<file path="config.mk">
export PLATFORM = sky130hd
export DESIGN_NAME = cla_nbit
export DESIGN_NICKNAME = d
export VERILOG_FILES = /design/src/rtl/cla_nbit.sv
export SDC_FILE = /design/constraint.sdc
export NUM_CORES = 1
export LEC_CHECK = 0
export CAP_MARGIN = 15
export CELL_PAD_IN_SITES_DETAIL_PLACEMENT = 0
export CELL_PAD_IN_SITES_GLOBAL_PLACEMENT = 1
export CORE_MARGIN = 4
export CORE_UTILIZATION = 25
export CTS_BUF_LIST = sky130_fd_sc_hd__clkbuf_4 sky130_fd_sc_hd__clkbuf_8
export DETAILED_ROUTE_END_ITERATION = 6
export GPL_ROUTABILITY_DRIVEN = 0
export MAX_ROUTING_LAYER = met4
export PLACE_DENSITY_LB_ADDON = 0.1
export REMOVE_ABC_BUFFERS = 1
export SETUP_SLACK_MARGIN = 0.05
export SLEW_MARGIN = 10
export SYNTH_ARGS = -nofsm -noshare
export SYNTH_HDL_FRONTEND = slang
export SYNTH_SLANG_ARGS = --single-unit
</file>
<file path="constraint.sdc">
create_clock -name clk -period 2.2 [get_ports clk]
set_clock_uncertainty 0.15 [all_clocks]
set_input_delay 0.33 -clock clk [delete_from_list [all_inputs] [get_ports clk]]
set_output_delay 0.33 -clock clk [all_outputs]
set_load 0.02 [all_outputs]
</file>
<file path="src/rtl/cla_nbit.sv">
// -----------------------------------------------------------------------------
// cla_nbit -- registered N-bit two-level carry-lookahead adder
//
// Computes {Cout,S} = A + B + Cin with one cycle of latency. The add path is
// built from 4-bit lookahead groups whose group generate/propagate feed a
// second-level lookahead unit, so no carry ripples inside or between groups.
// Signedness is irrelevant to the bit result; Cout is the unsigned carry.
//
// Parameters:
//   N      operand/sum width, multiple of 4 in 4..64 (default 16)
//
// Ports:
//   clk    rising-edge clock
//   rst_n  synchronous active-low reset; clears S, Cout (and Ovf)
//   A, B   N-bit addends
//   Cin    carry into bit 0
//   S      registered N-bit sum
//   Cout   registered carry out of bit N-1
//   Ovf    registered signed overflow (only when CLA_NBIT_OVF_EN is defined)
//
// Optional feature macro: CLA_NBIT_OVF_EN
// -----------------------------------------------------------------------------
module cla_nbit #(
    parameter int N = 16
) (
    input  logic         clk,
    input  logic         rst_n,
    input  logic [N-1:0] A,
    input  logic [N-1:0] B,
    input  logic         Cin,
    output logic [N-1:0] S,
    output logic         Cout
`ifdef CLA_NBIT_OVF_EN
    ,
    output logic         Ovf
`endif
);

    localparam int NG = N / 4;

    generate
        if ((N % 4) != 0 || N < 4 || N > 64) begin : g_bad_n
            $fatal(1, "cla_nbit: N=%0d is illegal (multiple of 4 in 4..64 required)", N);
        end
    endgenerate

    logic [N-1:0]  g;
    logic [N-1:0]  p;
    logic [NG-1:0] gg;
    logic [NG-1:0] gp;
    logic [NG:0]   gc;      // carry into each group; gc[NG] is the final carry
    logic [N:0]    carry;   // carry into each bit; carry[N] is the carry out
    logic [N-1:0]  sum_p0;

    logic [N-1:0]  sum_p1;
    logic          cout_p1;

    assign g = A & B;
    assign p = A ^ B;

    // Group generate/propagate, flattened over the four bits of each group.
    always_comb begin
        gg = '0;
        gp = '0;
        for (int k = 0; k < NG; k++) begin
            gg[k] = g[4*k+3]
                  | (p[4*k+3] & g[4*k+2])
                  | (p[4*k+3] & p[4*k+2] & g[4*k+1])
                  | (p[4*k+3] & p[4*k+2] & p[4*k+1] & g[4*k]);
            gp[k] = p[4*k+3] & p[4*k+2] & p[4*k+1] & p[4*k];
        end
    end

    // Second-level lookahead: every group carry is an independent
    // sum-of-products over Cin and the group terms. The loops only unroll
    // the product terms; no group carry is built from another.
    always_comb begin
        logic acc;
        logic t;
        acc   = 1'b0;
        t     = 1'b0;
        gc    = '0;
        gc[0] = Cin;
        for (int k = 1; k <= NG; k++) begin
            acc = Cin;
            for (int i = 0; i < k; i++) begin
                acc = acc & gp[i];
            end
            for (int j = 0; j < k; j++) begin
                t = gg[j];
                for (int i = j + 1; i < k; i++) begin
                    t = t & gp[i];
                end
                acc = acc | t;
            end
            gc[k] = acc;
        end
    end

    // In-group lookahead carries, each taken directly from the group carry-in.
    always_comb begin
        carry = '0;
        for (int k = 0; k < NG; k++) begin
            carry[4*k]   = gc[k];
            carry[4*k+1] = g[4*k]
                         | (p[4*k] & gc[k]);
            carry[4*k+2] = g[4*k+1]
                         | (p[4*k+1] & g[4*k])
                         | (p[4*k+1] & p[4*k] & gc[k]);
            carry[4*k+3] = g[4*k+2]
                         | (p[4*k+2] & g[4*k+1])
                         | (p[4*k+2] & p[4*k+1] & g[4*k])
                         | (p[4*k+2] & p[4*k+1] & p[4*k] & gc[k]);
        end
        carry[N] = gc[NG];
    end

    assign sum_p0 = p ^ carry[N-1:0];

    // ---- stage boundary: p0 (combinational add) -> p1 (output registers) ----
    always_ff @(posedge clk) begin
        if (!rst_n) begin
            sum_p1  <= '0;
            cout_p1 <= 1'b0;
        end else begin
            sum_p1  <= sum_p0;
            cout_p1 <= carry[N];
        end
    end

    assign S    = sum_p1;
    assign Cout = cout_p1;

`ifdef CLA_NBIT_OVF_EN
    logic ovf_p1;

    // Signed overflow: carry into the sign bit differs from carry out of it.
    always_ff @(posedge clk) begin
        if (!rst_n) begin
            ovf_p1 <= 1'b0;
        end else begin
            ovf_p1 <= carry[N-1] ^ carry[N];
        end
    end

    assign Ovf = ovf_p1;
`endif

endmodule

</file>
==> flow_summary_export.csv, run 1 <==
group,metric,value,unit
outcome,run_status,"finished clean",
power,finalPower,1.10,mW
logic_synthesis,yosys_top_cell_by_area,"sky130_fd_sc_hd__dfxtp_1",
sta,max_freq,0.481,GHz
placed_design,pre_cts_ws,-0.588,ns
route,dr_total_vias,1162,
route,drt_iter0_drc,20,
critical_path,timing.critical_path.cells,"clkdlybuf4s15_1 > ha_1 > a21o_1 > a31oi_4 > a21o_4 > nand2_4 > nand3_2 > nand2_2 > fa_2 > and2_4",
sta,hold_viol_final,0,
cells_and_area,design.final.nets,260,
logic_synthesis,fraction_of_synthesis_flops_using_an_asynchronous_set_or_reset_pin,0,%
min_path,hold_path_class,"in2reg",
critical_path,critPathKind,"in2reg",
logic_synthesis,post_synth_num_cell_types,36,
power,power.share.switching,31.7,%
cells_and_area,final.fill_count,411,
floorplan,number_of_rows_created_at_floorplan,24,
sta,grt_setup_unrepaired,"false",
power,share_comb_of_total_power,45.6,%
critical_path,crit_required,2.26,ns
logic_synthesis,synth_seq_cells,17,
sta,slew_headroom,71.8,%
route,residual_drc,0,
route,wl_per_cell,12.5,µm
sta,timing.setup.tns,0,ns
critical_path,cp.arrival,2.14,ns
critical_path,worstSetupStartpointType,"primary input",
clock_network,cts_hold_repair.buffers,0,
power,pwr-share-seq,32.3,%
logic_synthesis,synth.most_common_cell,"sky130_fd_sc_hd__dfxtp_1",
placed_design,dp_hpwl,2.51,mm
sta,setup_slack,0.122,ns
sta,worst_hold_slack,0.317,ns
logic_synthesis,synth_area_leaders,"sky130_fd_sc_hd__dfxtp_1, sky130_fd_sc_hd__ha_1, sky130_fd_sc_hd__fa_1",
critical_path,slowest_delay,0.52,ns
power,total_leakage_power,0.966,nW
global_routing,grt_first_pass_wirelength,5.08,mm
cells_and_area,antenna_cells,0,
global_routing,grt_antenna_before_repair,0,
global_routing,grt_pass1_vias,1178,
logic_synthesis,syn-mean-instance-area,9.45,µm²
logic_synthesis,ys.warnings.count,0,
power,peakVddDrop,0.000314,V
logic_synthesis,synth.yosys.seq_area_share,30.0,%
sta,timing.final.setup_violations,0,
power,p_per_area,511,nW/µm²
route,antenna_violating_nets_post_route,0,
placed_design,buffer_ports.inserted,51,
power,share_clk_of_total_power,22.1,%
logic_synthesis,ys_top_cells_by_count,"sky130_fd_sc_hd__dfxtp_1, sky130_fd_sc_hd__ha_1, sky130_fd_sc_hd__nand2_1",
clock_network,cts_tree,"built",
sta,layout_min_cycle_time,2.08,ns
route,post_drt_via_cell_ratio,4.54,
power,power.net_switching,0.350,mW
global_routing,track_usage,12.3,%
clock_network,clk_tree_root_cell,"sky130_fd_sc_hd__clkbuf_8",
critical_path,crit_path_top_delay_cell,"sky130_fd_sc_hd__fa_2",
cells_and_area,area.growth.synth_to_final,90.3,%
clock_network,cts_buffer_depth,2,
sta,fin_crit_sh,94.4,%
logic_synthesis,syn-cell-area,1130,µm²
floorplan,floorplan.die.height,75.3,µm
route,firstDrtPassIters,4,
clock_network,clk_transition_reported_paths,0.07,ns
logic_synthesis,synth_edf_count,0,
floorplan,fp.dieW,75.3,µm
logic_synthesis,postSynthCellCount,120,
clock_network,clock-sinks,17,
critical_path,worstSetupEndpointType,"register",
floorplan,die_area,5680,µm²
global_routing,globalRoute.totalOverflow,0,
min_path,whs_path_depth,4,
logic_synthesis,dominantRegCellSynth,"sky130_fd_sc_hd__dfxtp_1",
cells_and_area,share_of_cells_above_drive_strength_1,34.3,%
clock_network,ctsHtreeMaxLevel,1,
clock_network,clock_buffer_count_from_cts,3,
logic_synthesis,area_share_of_the_largest_cell_type_after_synthesis,30.0,%
job,max-cap-violations,0,
power,internal_power,0.753,mW
sta,drv_slew,0,
floorplan,core,4380,µm²
global_routing,grt_start_max_net_pins,12,
route,drt_wl_total,3.19,mm
floorplan,initial_utilization,25.9,%
floorplan,pin_count,52,
sta,tightestPinTransition,0.423,ns
critical_path,critPathMaxFanout,2,
==> kinds of logic after synthesis <==
logic type | count (synthesis) | synth area share (%)
buf+inv | 6 | 1.99
compound gates | 24 | 16.4
simple gates | 46 | 21.2
fa+ha+maj | 20 | 24.7
xor+xnor | 5 | 3.86
mux | 2 | 1.77
flops | 17 | 30.0
==> state kept, by name, summed over array words and instances, names as in the netlist <==
register and flops:
S 16, Cout 1
==> power by group through the flow <==
stage / Sequential, mW / Combinational, mW / Clock, mW
CTS: 0.357 / 0.486 / 0.258
finish: 0.357 / 0.503 / 0.243
global route: 0.360 / 0.553 / 0.274
global placement: 0.364 / 0.449 / 0
floorplan: 0.415 / 0.169 / 0
detailed placement: 0.364 / 0.454 / 0
==> worst max-delay path, delay by kind of cell <==
kind / cells / cell delay [ns]
buffers and inverters: 1 / 0.17
AOI/OAI and AO/OA: 3 / 0.54
and+or+nand+nor: 4 / 0.27
adders and majority gates: 2 / 0.82
==> worst paths after layout <==
kind,startpoint,to,slack [ns]
setup / recovery,B[5],S[12],0.12
hold / removal,B[0],S[0],0.32
==> per-stage QoR <==
stage | std cells | util, % | cell area [µm²]
finish | 256 | 49.2 | 2160
global route | 256 | 49.2 | 2160
CTS | 254 | 47.3 | 2070
detailed placement | 248 | 43.4 | 1900
global placement | 248 | 43.4 | 1900
floorplan | 119 | - | 1130
==> repair_timing <==
item,4_1_cts,5_1_grt
cloned,0,0
setup endpoints to repair,12,4
buffers inserted,2,2
resized for setup,50,22
pin swaps,29,21
==> layout make-up <==
| type | instances | area, µm² | share of cell area [%] |
|---|---|---|---|
| well taps | 52 | 65.1 | 3.02 |
| inverters | 5 | 18.8 | 0.870 |
| clock buffers | 3 | 41.3 | 1.91 |
| flip-flops and latches | 17 | 340 | 15.8 |
| clock inverters | 1 | 5.00 | 0.232 |
| repair buffers | 81 | 721 | 33.4 |
| multi-input cells | 97 | 966 | 44.8 |
==> routing by layer <==
metal | part of all wire (%) | vias to the layer above | GRT usage (%) | wire length [µm]
met4 | 0.69 | 0 | 4.27 | 22
met2 | 53 | 28 | 22.1 | 1710
li1 | - | 595 | - | -
met3 | 6.3 | 2 | 3.17 | 200
met5 | 0 | - | - | 0
met1 | 39 | 537 | 13.1 | 1260
==> cells in the final DEF, fill, tap and decap left out, types with 3 or more instances in the layout <==
| master | count |
|---|---|
| sky130_fd_sc_hd__a21o_1 | 5 |
| sky130_fd_sc_hd__a21oi_1 | 3 |
| sky130_fd_sc_hd__buf_4 | 30 |
| sky130_fd_sc_hd__clkbuf_2 | 3 |
| sky130_fd_sc_hd__clkbuf_8 | 3 |
| sky130_fd_sc_hd__clkdlybuf4s15_1 | 4 |
| sky130_fd_sc_hd__clkdlybuf4s50_1 | 26 |
| sky130_fd_sc_hd__dfxtp_1 | 17 |
| sky130_fd_sc_hd__dlygate4sd2_1 | 11 |
| sky130_fd_sc_hd__dlymetal6s2s_1 | 4 |
| sky130_fd_sc_hd__ha_1 | 5 |
| sky130_fd_sc_hd__ha_4 | 11 |
| sky130_fd_sc_hd__inv_1 | 5 |
| sky130_fd_sc_hd__nand2_1 | 11 |
| sky130_fd_sc_hd__nand2_2 | 3 |
| sky130_fd_sc_hd__nor2_1 | 10 |
| sky130_fd_sc_hd__nor3_1 | 4 |
| sky130_fd_sc_hd__o21ai_0 | 4 |
Power figures use the tool's default switching activity.
==> inputs of run 2 (changes only) <==
Settings changed: SLEW_MARGIN 10 to 5.
==> results of run 2 <==
No change in the layout: final DEF, timing and power equal those of run 1.
==> inputs of run 3 (changes only) <==
Settings changed: ABC_AREA set to 1.
==> run 3 against run 2 <==
Effect of this change:
- maximum frequency decreased by 1.7%
- critical path depth decreased by 1
- clock-buffer cell count unchanged
- sequential cell count unchanged
- area after synthesis increased by 16%
- final cell count increased by 23%
- design area increased by 11%
- critical path type unchanged
==> flow_summary_export.csv, run 3 <==
group,metric,value,unit
route,drt_iter0_drc,31,
sta,timing.setup.tns,0,ns
logic_synthesis,synth_edf_count,0,
logic_synthesis,synth_area_leaders,"sky130_fd_sc_hd__dfxtp_1, sky130_fd_sc_hd__ha_1, sky130_fd_sc_hd__nor2_1",
sta,worst_hold_slack,0.402,ns
logic_synthesis,synth.most_common_cell,"sky130_fd_sc_hd__nor2_1",
global_routing,grt_pass1_vias,1477,
floorplan,number_of_rows_created_at_floorplan,26,
global_routing,grt_first_pass_wirelength,6.22,mm
sta,tightestPinTransition,0.352,ns
route,dr_total_vias,1376,
logic_synthesis,yosys_top_cell_by_area,"sky130_fd_sc_hd__dfxtp_1",
floorplan,die_area,6510,µm²
power,total_leakage_power,1.18,nW
placed_design,dp_hpwl,2.75,mm
cells_and_area,share_of_cells_above_drive_strength_1,30.2,%
outcome,run_status,"finished clean",
sta,grt_setup_unrepaired,"true",
cells_and_area,commonest_cells_after_routing_fill_and_taps_aside,"sky130_fd_sc_hd__buf_4, sky130_fd_sc_hd__clkdlybuf4s50_1, sky130_fd_sc_hd__nor2_1",
route,firstDrtPassIters,4,
critical_path,cp.arrival,2.10,ns
critical_path,crit_path_end,"S[13]",
global_routing,met2_layer_usage_reported_by_global_route,22.4,%
power,finalPower,1.16,mW
sta,slew_headroom,76.4,%
critical_path,worstSetupStartpointType,"primary input",
power,power.share.switching,33.4,%
logic_synthesis,area_share_of_the_largest_cell_type_after_synthesis,25.8,%
logic_synthesis,ys_top_cells_by_count,"sky130_fd_sc_hd__nor2_1, sky130_fd_sc_hd__nand2_1, sky130_fd_sc_hd__dfxtp_1",
global_routing,grt.busiest_layer,"met2",
critical_path,critPathKind,"in2reg",
clock_network,ctsHtreeMaxLevel,1,
cells_and_area,largest_register_ff_count,16,
clock_network,clock_buffer_count_from_cts,3,
power,pwr-share-seq,30.8,%
power,peakVddDrop,0.000225,V
logic_synthesis,synth.yosys.seq_area_share,25.8,%
logic_synthesis,ys.warnings.count,0,
global_routing,grt_antenna_before_repair,0,
global_routing,track_usage,12.5,%
cells_and_area,antenna_cells,0,
job,max-cap-violations,0,
sta,hold_viol_final,0,
cells_and_area,design.final.nets,301,
route,post_drt_via_cell_ratio,4.37,
critical_path,critPathMaxFanout,3,
placed_design,buffer_ports.inserted,51,
cells_and_area,post-route-util,46.9,%
sta,fin_crit_sh,96.1,%
cells_and_area,final.fill_count,518,
critical_path,crit_required,2.19,ns
floorplan,core,5110,µm²
floorplan,fp.dieW,80.7,µm
logic_synthesis,synth_seq_cells,17,
sta,layout_min_cycle_time,2.11,ns
critical_path,worstSetupEndpointType,"register",
global_routing,grtUsageMet3,3.36,%
clock_network,cts_tree,"built",
sta,timing.final.setup_violations,0,
power,internal_power,0.771,mW
clock_network,clock-sinks,17,
logic_synthesis,syn-mean-instance-area,8.25,µm²
route,drt_wl_total,3.68,mm
sta,drv_slew,0,
logic_synthesis,postSynthCellCount,160,
placed_design,post-place-cells,304,
logic_synthesis,dominantRegCellSynth,"sky130_fd_sc_hd__dfxtp_1",
power,share_comb_of_total_power,48.4,%
global_routing,grt_start_max_net_pins,11,
route,wl_per_cell,11.7,µm
logic_synthesis,post_synth_num_cell_types,29,
power,share_clk_of_total_power,20.8,%
cells_and_area,finish.cell_count_without_fillers,315,
floorplan,pin_count,52,
global_routing,groute.layer.met1.usage,13.5,%
clock_network,cts_buffer_depth,2,
logic_synthesis,syn-cell-area,1320,µm²
global_routing,globalRoute.totalOverflow,0,
floorplan,initial_utilization,25.8,%
critical_path,worst_setup_path_startpoint,"A[9]",
sta,max_freq,0.473,GHz
cells_and_area,layout.cells.most_common,"sky130_fd_sc_hd__buf_4",
clock_network,clk_transition_reported_paths,0.07,ns
route,residual_drc,0,
power,power.net_switching,0.387,mW
power,p_per_area,484,nW/µm²
route,antenna_violating_nets_post_route,0,
floorplan,floorplan.die.height,80.7,µm
min_path,hold_path_class,"in2reg",
clock_network,clk_tree_root_cell,"sky130_fd_sc_hd__clkbuf_8",
min_path,holdCritStartpoint,"B[0]",
logic_synthesis,fraction_of_synthesis_flops_using_an_asynchronous_set_or_reset_pin,0,%
cells_and_area,area.growth.synth_to_final,81.3,%
run 3: power by group through the flow:
stage / combinational, mW / sequential (mW) / clock (mW)
floorplan: 0.210 / 0.414 / 0
global placement: 0.496 / 0.363 / 0
detailed placement: 0.499 / 0.363 / 0
CTS: 0.539 / 0.357 / 0.257
global route: 0.619 / 0.360 / 0.266
finish: 0.560 / 0.356 / 0.241
run 3: how the worst min path moves through the flow:
stage / depth (start not counted) / to
5_1_grt: 4 / S[0]
3_3_place_gp: 4 / S[0]
3_5_place_dp: 4 / S[0]
6_report: 4 / S[0]
4_1_cts: 4 / S[3]
2_1_floorplan: 2 / S[12]
run 3: final cells by class:
| type | instances | area [µm²] | share of cell area (%) |
|---|---|---|---|
| clock buffers | 3 | 41.3 | 1.73 |
| clock inverters | 1 | 5.00 | 0.209 |
| inverters | 16 | 60.1 | 2.51 |
| multi-input cells | 124 | 1070 | 44.8 |
| flip-flops and latches | 17 | 340 | 14.2 |
| well taps | 70 | 87.6 | 3.66 |
| repair buffers | 84 | 787 | 32.9 |
run 3: metrics by stage:
step	setup slack, ns	area [µm²]
finish	0.0854	2390
global route	0.0282	2390
CTS	0.0516	2270
detailed placement	-0.331	2090
global placement	-0.293	2090
floorplan	0.179	1290
run 3: worst max-delay path, cell delays in order:
cell and delay (ns):
sky130_fd_sc_hd__clkdlybuf4s50_1 0.41, sky130_fd_sc_hd__ha_1 0.34, sky130_fd_sc_hd__nand2_1 0.08, sky130_fd_sc_hd__nor2_1 0.06
sky130_fd_sc_hd__nor2_2 0.15, sky130_fd_sc_hd__nand4_4 0.13, sky130_fd_sc_hd__fa_2 0.39, sky130_fd_sc_hd__xnor2_2 0.15
sky130_fd_sc_hd__nor2_1 0.06
run 3: routing by layer:
metal  wire [µm]  up-vias
met4          45        0
met5           0        -
met1        1520      629
met3         194        5
li1            -      711
met2        1920       31
run 3: repair_timing:
action | CTS | global route
setup buffers | 6 | 1
setup endpoints to repair | 6 | 9
resized for setup | 16 | 28
pin swaps | 8 | 13
cloned | 0 | 0
hold buffers | 0 | 0
run 3: cells by family (layout without fill, tap and decap cells):
group	Yosys count	in the layout	synth area share (%)
flip-flops	17	17	25.8
AO/OA/AOI/OAI	22	22	9.10
AND/OR/NAND/NOR	78	78	34.7
buffers and inverters	19	104	6.54
adder cells (fa/ha/maj)	20	20	21.2
XOR/XNOR	4	4	2.65
